### config.mk
export PLATFORM = sky130hd
export DESIGN_NAME = fetch_unit
export DESIGN_NICKNAME = d
export VERILOG_FILES = /design/src/rtl/riscv_pkg.sv /design/src/rtl/fetch_fifo.sv /design/src/rtl/fetch_unit.sv
export SDC_FILE = /design/constraint.sdc
export NUM_CORES = 1
export LEC_CHECK = 0
export CORE_ASPECT_RATIO = 0.6
export CORE_MARGIN = 2
export CORE_UTILIZATION = 68
export CTS_CLUSTER_SIZE = 16
export DETAILED_ROUTE_END_ITERATION = 8
export DONT_BUFFER_PORTS = 1
export PLACE_DENSITY_LB_ADDON = 0.08
export SLEW_MARGIN = 15
export SYNTH_ARGS = -nofsm -noshare
export SYNTH_HDL_FRONTEND = slang
export SYNTH_SLANG_ARGS = --single-unit
### constraint.sdc
create_clock -name clk -period 22.2 [get_ports clk]
set_input_delay 4.44 -clock clk [delete_from_list [all_inputs] [get_ports clk]]
set_output_delay 4.44 -clock clk [all_outputs]
set_load 0.05 [all_outputs]
### src/rtl/riscv_pkg.sv
// Shared RISC-V front-end definitions.
//   XLEN / ILEN        : address and instruction widths
//   INSTR_NOP          : canonical NOP (addi x0, x0, 0) shown when nothing is buffered
//   DEFAULT_RESET_PC   : default fetch start address
//   fetch_entry_t      : one buffered fetch, {pc, instr}
//   word_align()       : clears the byte-offset bits of an address
package riscv_pkg;

    localparam int XLEN = 32;
    localparam int ILEN = 32;

    localparam logic [ILEN-1:0] INSTR_NOP        = 32'h0000_0013;
    localparam logic [XLEN-1:0] DEFAULT_RESET_PC = 32'h0000_0000;

    typedef struct packed {
        logic [XLEN-1:0] pc;
        logic [ILEN-1:0] instr;
    } fetch_entry_t;

    function automatic logic [XLEN-1:0] word_align(input logic [XLEN-1:0] addr);
        return {addr[XLEN-1:2], 2'b00};
    endfunction

endpackage

### src/rtl/fetch_fifo.sv
// Synchronous FIFO used as the fetch instruction buffer.
//   clk, rst      : clock, synchronous active-high reset (empties the FIFO)
//   flush_i       : empties the FIFO at the next edge; wins over push/pop
//   push_i        : write push_data_i (accepted when not full, or when full and popping)
//   push_data_i   : entry to write
//   pop_i         : remove the head entry (ignored when empty)
//   head_o        : oldest entry, read straight from the storage registers
//   full_o        : DEPTH entries held
//   empty_o       : no entries held
//   count_o       : number of entries held
module fetch_fifo #(
    parameter int DEPTH = 2,
    parameter int WIDTH = 64
) (
    input  logic                       clk,
    input  logic                       rst,
    input  logic                       flush_i,
    input  logic                       push_i,
    input  logic [WIDTH-1:0]           push_data_i,
    input  logic                       pop_i,
    output logic [WIDTH-1:0]           head_o,
    output logic                       full_o,
    output logic                       empty_o,
    output logic [$clog2(DEPTH+1)-1:0] count_o
);

    localparam int CW = $clog2(DEPTH + 1);
    localparam int PW = (DEPTH > 1) ? $clog2(DEPTH) : 1;

    logic [WIDTH-1:0] mem_q [DEPTH];
    logic [PW-1:0]    rd_ptr_q, rd_ptr_d;
    logic [PW-1:0]    wr_ptr_q, wr_ptr_d;
    logic [CW-1:0]    count_q, count_d;
    logic             do_push, do_pop;

    // Pointers wrap explicitly so DEPTH need not be a power of two.
    function automatic logic [PW-1:0] ptr_inc(input logic [PW-1:0] p);
        if (p == PW'(DEPTH - 1)) begin
            return '0;
        end
        return p + 1'b1;
    endfunction

    assign empty_o = (count_q == '0);
    assign full_o  = (count_q == CW'(DEPTH));
    assign count_o = count_q;
    assign head_o  = mem_q[rd_ptr_q];

    // A pop frees the slot in the same cycle, so a full FIFO can still push.
    assign do_pop  = pop_i && !empty_o;
    assign do_push = push_i && (!full_o || do_pop);

    always_comb begin
        rd_ptr_d = rd_ptr_q;
        wr_ptr_d = wr_ptr_q;
        count_d  = count_q;
        if (flush_i) begin
            rd_ptr_d = '0;
            wr_ptr_d = '0;
            count_d  = '0;
        end else begin
            if (do_pop) begin
                rd_ptr_d = ptr_inc(rd_ptr_q);
            end
            if (do_push) begin
                wr_ptr_d = ptr_inc(wr_ptr_q);
            end
            count_d = count_q + CW'(do_push) - CW'(do_pop);
        end
    end

    always_ff @(posedge clk) begin
        if (rst) begin
            rd_ptr_q <= '0;
            wr_ptr_q <= '0;
            count_q  <= '0;
        end else begin
            rd_ptr_q <= rd_ptr_d;
            wr_ptr_q <= wr_ptr_d;
            count_q  <= count_d;
        end
    end

    // Storage needs no reset: count_q decides what is valid.
    always_ff @(posedge clk) begin
        if (!rst && !flush_i && do_push) begin
            mem_q[wr_ptr_q] <= push_data_i;
        end
    end

endmodule

### src/rtl/fetch_unit.sv
// Instruction fetch stage: holds the PC, issues word reads to instruction
// memory, buffers returned words in program order and hands {instr, instr_pc}
// to the decoder. A redirect reloads the PC and discards everything buffered
// or still in flight.
//   clk, rst                         : clock, synchronous active-high reset
//   imem_req_valid/ready/addr        : fetch request channel (addr word aligned)
//   imem_resp_valid/data             : in-order read data, no back-pressure
//   instr_valid/ready, instr/instr_pc: decoder channel (NOP / 0 when empty)
//   redirect_valid/redirect_pc       : branch/jump target, low bits ignored
// Handshakes: a transfer happens on a cycle where valid and ready are both 1
// at the rising edge; valid never depends on a transfer completing later.
module fetch_unit
    import riscv_pkg::*;
#(
    parameter logic [XLEN-1:0] RESET_PC   = DEFAULT_RESET_PC,
    parameter int              FIFO_DEPTH = 2
) (
    input  logic            clk,
    input  logic            rst,
    output logic            imem_req_valid,
    input  logic            imem_req_ready,
    output logic [XLEN-1:0] imem_req_addr,
    input  logic            imem_resp_valid,
    input  logic [ILEN-1:0] imem_resp_data,
    output logic            instr_valid,
    input  logic            instr_ready,
    output logic [ILEN-1:0] instr,
    output logic [XLEN-1:0] instr_pc,
    input  logic            redirect_valid,
    input  logic [XLEN-1:0] redirect_pc
);

    localparam int CW = $clog2(FIFO_DEPTH + 1);
    localparam int PW = (FIFO_DEPTH > 1) ? $clog2(FIFO_DEPTH) : 1;

    logic [XLEN-1:0] pc_q, pc_d;
    logic [CW-1:0]   inflight_q, inflight_d;
    logic [CW-1:0]   kill_q, kill_d;

    // Request tag queue: PC of every live (not killed) in-flight request.
    logic [XLEN-1:0] tag_q [FIFO_DEPTH];
    logic [PW-1:0]   tag_wr_q, tag_wr_d;
    logic [PW-1:0]   tag_rd_q, tag_rd_d;

    logic            req_fire;
    logic            resp_live;
    logic            credit_ok;
    logic [CW:0]     occupancy;

    fetch_entry_t    fifo_in, fifo_head;
    logic            fifo_push, fifo_pop;
    logic            fifo_full, fifo_empty;
    logic [CW-1:0]   fifo_count;

    function automatic logic [PW-1:0] ptr_inc(input logic [PW-1:0] p);
        if (p == PW'(FIFO_DEPTH - 1)) begin
            return '0;
        end
        return p + 1'b1;
    endfunction

    // Credit check counts the slot freed by a pop this cycle; without it a
    // two-entry buffer could only sustain two instructions every three cycles.
    assign occupancy = {1'b0, inflight_q} + {1'b0, fifo_count} - (CW+1)'(fifo_pop);
    assign credit_ok = occupancy < (CW+1)'(FIFO_DEPTH);

    assign imem_req_valid = !rst && !redirect_valid && credit_ok;
    assign imem_req_addr  = rst ? word_align(RESET_PC) : pc_q;
    assign req_fire       = imem_req_valid && imem_req_ready;

    assign instr_valid = !rst && !redirect_valid && !fifo_empty;
    assign instr       = (rst || fifo_empty) ? INSTR_NOP : fifo_head.instr;
    assign instr_pc    = (rst || fifo_empty) ? '0 : fifo_head.pc;
    assign fifo_pop    = instr_valid && instr_ready;

    // Responses owed to requests issued before a redirect are the oldest ones
    // (memory is in order), so they are dropped while kill_q is non-zero.
    assign resp_live = imem_resp_valid && (kill_q == '0) && !redirect_valid;
    assign fifo_push = resp_live && (!fifo_full || fifo_pop);
    assign fifo_in   = {tag_q[tag_rd_q], imem_resp_data};

    always_comb begin
        pc_d       = pc_q;
        inflight_d = inflight_q;
        kill_d     = kill_q;
        tag_wr_d   = tag_wr_q;
        tag_rd_d   = tag_rd_q;
        if (redirect_valid) begin
            pc_d       = word_align(redirect_pc);
            inflight_d = inflight_q - CW'(imem_resp_valid);
            kill_d     = inflight_d;
            tag_wr_d   = '0;
            tag_rd_d   = '0;
        end else begin
            if (req_fire) begin
                pc_d     = pc_q + 32'd4;
                tag_wr_d = ptr_inc(tag_wr_q);
            end
            if (resp_live) begin
                tag_rd_d = ptr_inc(tag_rd_q);
            end
            inflight_d = inflight_q + CW'(req_fire) - CW'(imem_resp_valid);
            if (imem_resp_valid && (kill_q != '0)) begin
                kill_d = kill_q - 1'b1;
            end
        end
    end

    always_ff @(posedge clk) begin
        if (rst) begin
            pc_q       <= word_align(RESET_PC);
            inflight_q <= '0;
            kill_q     <= '0;
            tag_wr_q   <= '0;
            tag_rd_q   <= '0;
        end else begin
            pc_q       <= pc_d;
            inflight_q <= inflight_d;
            kill_q     <= kill_d;
            tag_wr_q   <= tag_wr_d;
            tag_rd_q   <= tag_rd_d;
        end
    end

    always_ff @(posedge clk) begin
        if (!rst && req_fire) begin
            tag_q[tag_wr_q] <= pc_q;
        end
    end

    fetch_fifo #(
        .DEPTH (FIFO_DEPTH),
        .WIDTH (XLEN + ILEN)
    ) u_fifo (
        .clk         (clk),
        .rst         (rst),
        .flush_i     (redirect_valid),
        .push_i      (fifo_push),
        .push_data_i (fifo_in),
        .pop_i       (fifo_pop),
        .head_o      (fifo_head),
        .full_o      (fifo_full),
        .empty_o     (fifo_empty),
        .count_o     (fifo_count)
    );

endmodule

==> impl_metrics.tcl, run 1 <==
set metrics [dict create \
    synth.area.top_cells "sky130_fd_sc_hd__edfxtp_1 (58%), sky130_fd_sc_hd__dfxtp_1 (8.9%), sky130_fd_sc_hd__mux2i_1 (6.8%)" \
    antenna_left 0 \
    status "completed" \
    ioPinCount 168 \
    die-area_mm2 0.01492 \
    detail_route.wirelength_mm 18.59 \
    initial_utilization_pct 69.53 \
    post_synth.cell_area_avg_um2 13.73 \
    cts_root_buf "sky130_fd_sc_hd__clkbuf_16" \
    tritoncts_num_sinks 226 \
    cp_max_fo 26 \
    cts_made_buffers 20 \
    ys_warn_count 0 \
    worstPathBufferInverterCount 1 \
    worst_r2r_startpoint "u_fifo.count_o[1]$_SDFF_PP0_" \
    chipHeight_um 95.43 \
    die_width_um 156.4 \
    h-tree-depth 1 \
    regToRegEndpoint "inflight_q[1]$_SDFF_PP0_" \
    cp.depth 8 \
    vias_per_cell 6.245 \
    power.internal_uw 710.2 \
    timing.critical_path.to_type "primary output" \
    grt_start_max_net_pins 68 \
    quantity_of_i_o_buffers_inserted_on_ports 0 \
    maxSlewViolCount 0 \
    layout.core_utilization_pct 75.44 \
    rsz0062_at_grt "no" \
    cts-hold-fix-buffers 0 \
    hold_path_depth 2 \
    flow.area_growth_from_synthesis_pct 8.492 \
    detailedRoute.firstIterationViolations 435 \
    totalNegativeSetupSlack_ns 0 \
    final_common_cell "sky130_fd_sc_hd__edfxtp_1" \
    synth_seq_cells 226 \
    timing.final.hold_violations 0 \
    final.min_clock_period_ns 11.16 \
    post_cts_repair_timing_setup_buffer_count 0 \
    ys_types 53 \
    route.vias.total 5427 \
    nets 760 \
    first_global_vias 5246 \
    synthesized_instance_count 690 \
    synth_area_mm2 0.009474 \
    cp_cell_sequence "nor2_2 > nand3b_1 > inv_1 > ha_1 > nand2b_1 > fa_1 > xor2_1 > and3_1" \
    synth-async-reset-ratio_pct 0 \
    fillerInstances 843 \
    most_used_cells_in_the_layout_excluding_fill_and_tap_cells "sky130_fd_sc_hd__edfxtp_1 (184), sky130_fd_sc_hd__nor2_1 (86), sky130_fd_sc_hd__mux2i_1 (64)" \
    power.ir.vdd_worst_mv 0.07175 \
    power_switching_share_pct 22.05 \
    ff2ff_path_depth 16 \
    post-dp-hpwl_mm 11.89 \
    timing.max_slew.rel_slack_pct 24.62 \
    timing.critical_path.arrival_ns 6.72 \
    clock_tree_from_tritoncts "built" \
    insertion_delay_ns 0.49 \
    drt-wirelength-per-cell_um 21.39 \
    worst_path_dominant_cell_family "simple AND/OR/NAND/NOR gates" \
    timing.critical_path.from_type "primary input" \
    power.share.combinational_pct 7.1 \
    synth_flop_cell "sky130_fd_sc_hd__edfxtp_1" \
    floorplan.rows 33 \
    critical_path.slowest_cell "sky130_fd_sc_hd__and3_1" \
    max_clock_freq_mhz 89.64 \
    seq_power_share_pct 53.2 \
    antenna_cells_inserted 0 \
    total_leakage_power_nw 3.333 \
    antenna_found_initial 0 \
    gp_congestion 0.8500 \
    post_route_cells_drive_above_1_share_pct 11.67 \
    worst_slew_pin_slew_ns 1.131 \
    grt_overflow_total 0 \
    critPathKind "primary input to primary output" \
    synth_largest_area_cell "sky130_fd_sc_hd__edfxtp_1" \
    drcViolationCount 0 \
    cp_data_required_time_ns 17.76 \
    min_from "tag_rd_q$_SDFFE_PP0P_" \
    reg2reg_slack_ns 18.18 \
    max_buffers_root_to_sink 3 \
    skew_ns 0.01534 \
    final_hold_slack_ns 0.5107 \
    detailedRoute.firstPassIterationCount 5 \
    min_period_over_period_pct 50.25 \
    synth_top_area_share_pct 58.32 \
    classification_of_the_worst_slack_hold_path "flip-flop to flip-flop" \
    core_mm2 0.01363 \
    start_point_of_the_critical_path "redirect_valid" \
    clock_power_share_pct 39.8 \
    gr-usage-all-layers_pct 24.89 \
    net-switching-power_uw 200.9 \
    cellPowerDensity_mw_per_mm2 88.64 \
    synth_sequential_area_ratio_pct 67.19 \
    worst_setup_hold_path_clk_slew_ns 0.06 \
    grt_first_pass_wirelength_mm 28.17 \
    max_stage_delay_ns 0.57 \
    drv.max_cap_violation_count 0 \
    setup_violations 0 \
    number_of_enable_flip_flop_cells_after_synthesis 184 \
    number_of_gates_resized_after_cts 0 \
]
-- logic make-up (layout without fill, tap and decap cells) --
kind of cell / count (synthesis) / after routing / synth area share [%]
flip-flops: 226 / 226 / 67.19
AND/OR/NAND/NOR: 216 / 216 / 11.67
multiplexers: 95 / 95 / 10.45
buffers and inverters: 58 / 59 / 2.668
AO/OA/AOI/OAI: 54 / 54 / 3.804
XOR/XNOR: 30 / 30 / 2.773
adder cells (fa/ha/maj): 10 / 10 / 1.400
other: 1 / 4 / 0.03958
-- flip-flops by register name, summed over array words and instances (netlist names), named ones only --
signal	count
pc_q	30
u_fifo.rd_ptr_q	1
tag_wr_q	1
kill_q	2
u_fifo.mem_q	124
tag_rd_q	1
tag_q	60
u_fifo.count_o	2
inflight_q	2
u_fifo.wr_ptr_q	1
-- Yosys cell counts (8+ instances only) --
cell type and number:
sky130_fd_sc_hd__ha_1 9, sky130_fd_sc_hd__clkbuf_1 30, sky130_fd_sc_hd__mux2_2 31, sky130_fd_sc_hd__xor2_1 8
sky130_fd_sc_hd__nand3_1 14, sky130_fd_sc_hd__nand4_1 9, sky130_fd_sc_hd__nor2b_1 27, sky130_fd_sc_hd__dfxtp_1 42
sky130_fd_sc_hd__a21oi_1 16, sky130_fd_sc_hd__inv_1 15, sky130_fd_sc_hd__edfxtp_1 184, sky130_fd_sc_hd__nor2_1 87
sky130_fd_sc_hd__nor3_1 10, sky130_fd_sc_hd__a211oi_1 8, sky130_fd_sc_hd__nand2_1 29, sky130_fd_sc_hd__mux2i_1 64
sky130_fd_sc_hd__and3_1 9, sky130_fd_sc_hd__xnor2_1 22
-- worst min-delay path, cell delays in order, from the launching register on --
cell                      delay, ns
sky130_fd_sc_hd__dfxtp_1       0.33
sky130_fd_sc_hd__xor2_1        0.08
sky130_fd_sc_hd__nor2_1        0.07
-- routing by layer --
layer | global-route usage, % | vias to the layer above | wire (µm)
met5 | 0 | - | 0
met4 | 7.110 | 0 | 380
met3 | 7.455 | 26 | 1751
met2 | 37.78 | 228 | 8451
met1 | 35.51 | 2685 | 8003
li1 | - | 2488 | -
-- area by class of cell --
type	instances	area, µm²	share of cell area (%)
Inverter	17	63.81	0.6208
Tap cell	175	219.0	2.130
Multi-Input combinational cell	409	2882	28.03
Clock inverter	9	121.4	1.181
Timing Repair Buffer	6	45.04	0.4382
Clock buffer	27	578.1	5.624
Sequential cell	226	6370	61.97
-- power groups by stage --
stage	Clock (mW)	Sequential, mW	Combinational, mW
2_1_floorplan	0	0.490	0.0567
3_3_place_gp	0	0.492	0.0621
3_5_place_dp	0	0.493	0.0641
4_1_cts	0.366	0.484	0.0646
5_1_grt	0.382	0.486	0.0701
6_report	0.362	0.484	0.0645
-- worst max-delay path by stage --
stage / endpoint / slack, ns
global route: imem_req_valid / 10.90
floorplan: imem_req_valid / 11.32
finish: imem_req_valid / 11.04
detailed placement: imem_req_valid / 11.10
global placement: imem_req_valid / 11.14
CTS: imem_req_valid / 11.08
-- per-stage QoR --
step           total power, mW  cells  area [µm²]  setup slack [ns]
6_report                0.9111    869       10280             11.04
5_1_grt                 0.9378    869       10280             10.90
3_3_place_gp            0.5541    833        9577             11.14
4_1_cts                 0.9143    869       10280             11.08
2_1_floorplan           0.5466    693        9485             11.32
3_5_place_dp            0.5574    833        9577             11.10
Note: power is estimated with default switching activity, not from simulation.
==> run 2, diff against run 1 <==
Settings changed: ABC_AREA set to 1, CORE_UTILIZATION 68 to 64.
Clock period 22.2 ns to 10.7 ns, I/O delays scaled along.
==> impl_metrics.tcl, run 2 <==
set metrics [dict create \
    min_from "tag_rd_q$_SDFFE_PP0P_" \
    quantity_of_i_o_buffers_inserted_on_ports 0 \
    largestRegisters "u_fifo.mem_q x124, tag_q x60, pc_q x30" \
    nets 1036 \
    insertion_delay_ns 0.50 \
    ys_types 36 \
    drcViolationCount 0 \
    worst_setup_hold_path_clk_slew_ns 0.06 \
    reg2reg_slack_ns 6.20 \
    tritoncts_num_sinks 226 \
    number_of_gates_resized_after_cts 0 \
    cellPowerDensity_mw_per_mm2 163.2 \
    classification_of_the_worst_slack_hold_path "flip-flop to flip-flop" \
    synth-async-reset-ratio_pct 0 \
    gp_congestion 0.9020 \
    cp_data_required_time_ns 8.56 \
    cts-hold-fix-buffers 0 \
    worstPathBufferInverterCount 4 \
    clock_tree_from_tritoncts "built" \
    ys_warn_count 0 \
    timing.max_slew.rel_slack_pct 30.10 \
    post-synth-top-count-cell "sky130_fd_sc_hd__nand2_1" \
    timing.critical_path.arrival_ns 5.08 \
    min_period_over_period_pct 67.52 \
    synth_seq_cells 226 \
    antenna_found_initial 0 \
    post_route_cells_drive_above_1_share_pct 15.55 \
    setup_violations 0 \
    worst_path_dominant_cell_family "simple AND/OR/NAND/NOR gates" \
    final.min_clock_period_ns 7.224 \
    rsz0062_at_grt "no" \
    synth_flop_cell "sky130_fd_sc_hd__edfxtp_1" \
    cp_cell_sequence "nor2_8 > inv_2 > a21oi_2 > nand2_2 > inv_1 > ha_1 > or2_2 > fa_1 > inv_1 > nand2_1 > nand2_1 > inv_1 > nor2_1" \
    status "completed" \
    hold_path_depth 2 \
    timing.final.hold_violations 0 \
    antenna_left 0 \
    total_leakage_power_nw 4.431 \
    timing.critical_path.to_type "primary output" \
    gr-usage-all-layers_pct 24.42 \
    max_clock_freq_mhz 138.4 \
    top_usage_layer "met2" \
    detail_route.wirelength_mm 20.64 \
    cp_max_fo 61 \
    floorplan.rows 35 \
    initial_utilization_pct 66.15 \
    power.ir.vdd_worst_mv 0.09539 \
    critPathKind "primary input to primary output" \
    synth_area_mm2 0.01028 \
    die_width_um 167.6 \
    drt-wirelength-per-cell_um 17.58 \
    die-area_mm2 0.01713 \
    worst_r2r_startpoint "u_fifo.count_o[1]$_SDFF_PP0_" \
    max_stage_delay_ns 0.69 \
    detailedRoute.firstIterationViolations 560 \
    timing.critical_path.from_type "primary input" \
    synth_largest_area_cell "sky130_fd_sc_hd__edfxtp_1" \
    global_routing_usage_on_met1_pct 35.37 \
    largest_reg_flops 124 \
    ff2ff_path_depth 13 \
    grt_start_max_net_pins 66 \
    fillerInstances 1078 \
    synth_top_area_share_pct 53.73 \
    worst_slew_pin_slew_ns 1.044 \
    number_of_enable_flip_flop_cells_after_synthesis 184 \
    top_register "u_fifo.mem_q" \
    final_design_area_no_fill_mm2 0.01107 \
    detailedRoute.firstPassIterationCount 5 \
    maxSlewViolCount 0 \
    worst_path_most_repeated_cell "sky130_fd_sc_hd__inv_1" \
    post_cts_repair_timing_setup_buffer_count 0 \
    grt.met3_usage_pct 5.693 \
    post-dp-hpwl_mm 13.58 \
    antenna_cells_inserted 0 \
    vias_per_cell 5.572 \
    synth_sequential_area_ratio_pct 61.91 \
    totalNegativeSetupSlack_ns 0 \
    cts_made_buffers 21 \
    synthTopCellsByCount "sky130_fd_sc_hd__nand2_1 (206), sky130_fd_sc_hd__edfxtp_1 (184), sky130_fd_sc_hd__inv_1 (146), sky130_fd_sc_hd__mux2_2 (89), sky130_fd_sc_hd__nor2_1 (83)" \
    overall_power_mw 1.807 \
    critical_path.slowest_cell "sky130_fd_sc_hd__nor2_1" \
    drv.max_cap_violation_count 0 \
    grt_overflow_total 0 \
    ioPinCount 168 \
    skew_ns 0.01412 \
    max_buffers_root_to_sink 3 \
    post_synth.cell_area_avg_um2 10.70 \
    dpl_cell_area_mm2 0.01044 \
    synth.area.top_cells "sky130_fd_sc_hd__edfxtp_1 (54%), sky130_fd_sc_hd__mux2_2 (9.7%), sky130_fd_sc_hd__dfxtp_1 (8.2%)" \
    flow.area_growth_from_synthesis_pct 7.665 \
    most_used_cells_in_the_layout_excluding_fill_and_tap_cells "sky130_fd_sc_hd__nand2_1 (206), sky130_fd_sc_hd__edfxtp_1 (184), sky130_fd_sc_hd__inv_1 (146)" \
    synthesized_instance_count 961 \
    route.vias.total 6542 \
    final_common_cell "sky130_fd_sc_hd__nand2_1" \
    first_global_vias 6376 \
    regToRegEndpoint "tag_q[1][30]$_DFFE_PP_" \
    cts_root_buf "sky130_fd_sc_hd__clkbuf_16" \
    core_mm2 0.01555 \
    chipHeight_um 102.2 \
    gr-usage-met2_pct 38.46 \
    h-tree-depth 1 \
    grt_first_pass_wirelength_mm 32.68 \
]
run 2: changes by cell type in the layout (fill, tap and decap cells not counted), moves of 8 or more:
cell / before / now
sky130_fd_sc_hd__xnor2_1: 22 / 2
sky130_fd_sc_hd__nor2b_1: 27 / 0
sky130_fd_sc_hd__nand3_1: 14 / 65
sky130_fd_sc_hd__nand2_1: 29 / 206
sky130_fd_sc_hd__mux2i_1: 64 / 0
sky130_fd_sc_hd__and3_1: 9 / 0
sky130_fd_sc_hd__o21ai_0: 3 / 15
sky130_fd_sc_hd__a211oi_1: 8 / 0
sky130_fd_sc_hd__a21oi_1: 16 / 36
sky130_fd_sc_hd__inv_1: 15 / 146
sky130_fd_sc_hd__mux2_2: 31 / 89
run 2: stage by stage:
| step | utilization, % | cells | setup slack [ns] | hold slack, ns |
|---|---|---|---|---|
| 6_report | 71.22 | 1174 | 3.476 | 0.4785 |
| 5_1_grt | 71.22 | 1174 | 3.289 | 0.5074 |
| 4_1_cts | 71.22 | 1174 | 3.483 | 0.4808 |
| 3_5_place_dp | 67.16 | 1136 | 3.484 | 0.4724 |
| 3_3_place_gp | 67.16 | 1136 | 3.556 | 0.4578 |
| 2_1_floorplan | - | 964 | 2.606 | 0.4474 |
run 2: worst max path at each step:
stage,start,endpoint,slack [ns],cells after the start
6_report,rst,imem_req_valid,3.48,13
5_1_grt,redirect_valid,imem_req_valid,3.29,13
4_1_cts,redirect_valid,imem_req_valid,3.48,13
3_5_place_dp,redirect_valid,imem_req_valid,3.48,13
3_3_place_gp,redirect_valid,imem_req_valid,3.56,13
2_1_floorplan,rst,u_fifo.mem_q[0][0]$_DFFE_PP_,2.61,8
run 2: area by class of cell:
type,count,area (µm²),area share [%]
Sequential cell,226,6367,57.51
Multi-Input combinational cell,550,3201,28.91
Inverter,149,559.3,5.051
Clock buffer,27,548.0,4.950
Tap cell,203,254.0,2.294
Clock inverter,11,82.58,0.7458
Timing Repair Buffer,8,60.06,0.5424
run 2: worst min-delay path, delay by kind of cell (launching register included):
family,cells,cell delay (ns)
buf+inv,1,0.07
compound gates,1,0.06
flops,1,0.30
run 2: power by group:
group          leakage (nW)  total (mW)  switching [mW]  internal (mW)
logic                  2.09       0.123          0.0891         0.0339
registers              2.05       0.992          0.0187          0.973
clock network         0.297       0.693           0.305          0.387
run 2: logic make-up (layout without fill, tap and decap cells):
kind of cell	Yosys count	in the layout	share of synthesized area, %
AND/OR/NAND/NOR	378	378	15.76
buffers and inverters	188	195	7.324
flip-flops	226	226	61.91
multiplexers	89	89	9.746
other	1	4	0.03647
XOR/XNOR	10	10	0.8517
AO/OA/AOI/OAI	59	59	3.090
adder cells (fa/ha/maj)	10	10	1.290
run 2: metal layers:
| metal | share of wire (%) | vias to the layer above | routed length [µm] |
|---|---|---|---|
| met4 | 1.6 | 0 | 336 |
| met2 | 45 | 297 | 9256 |
| met3 | 9.1 | 30 | 1877 |
| met5 | 0 | - | 0 |
| met1 | 44 | 3068 | 9170 |
| li1 | - | 3147 | - |
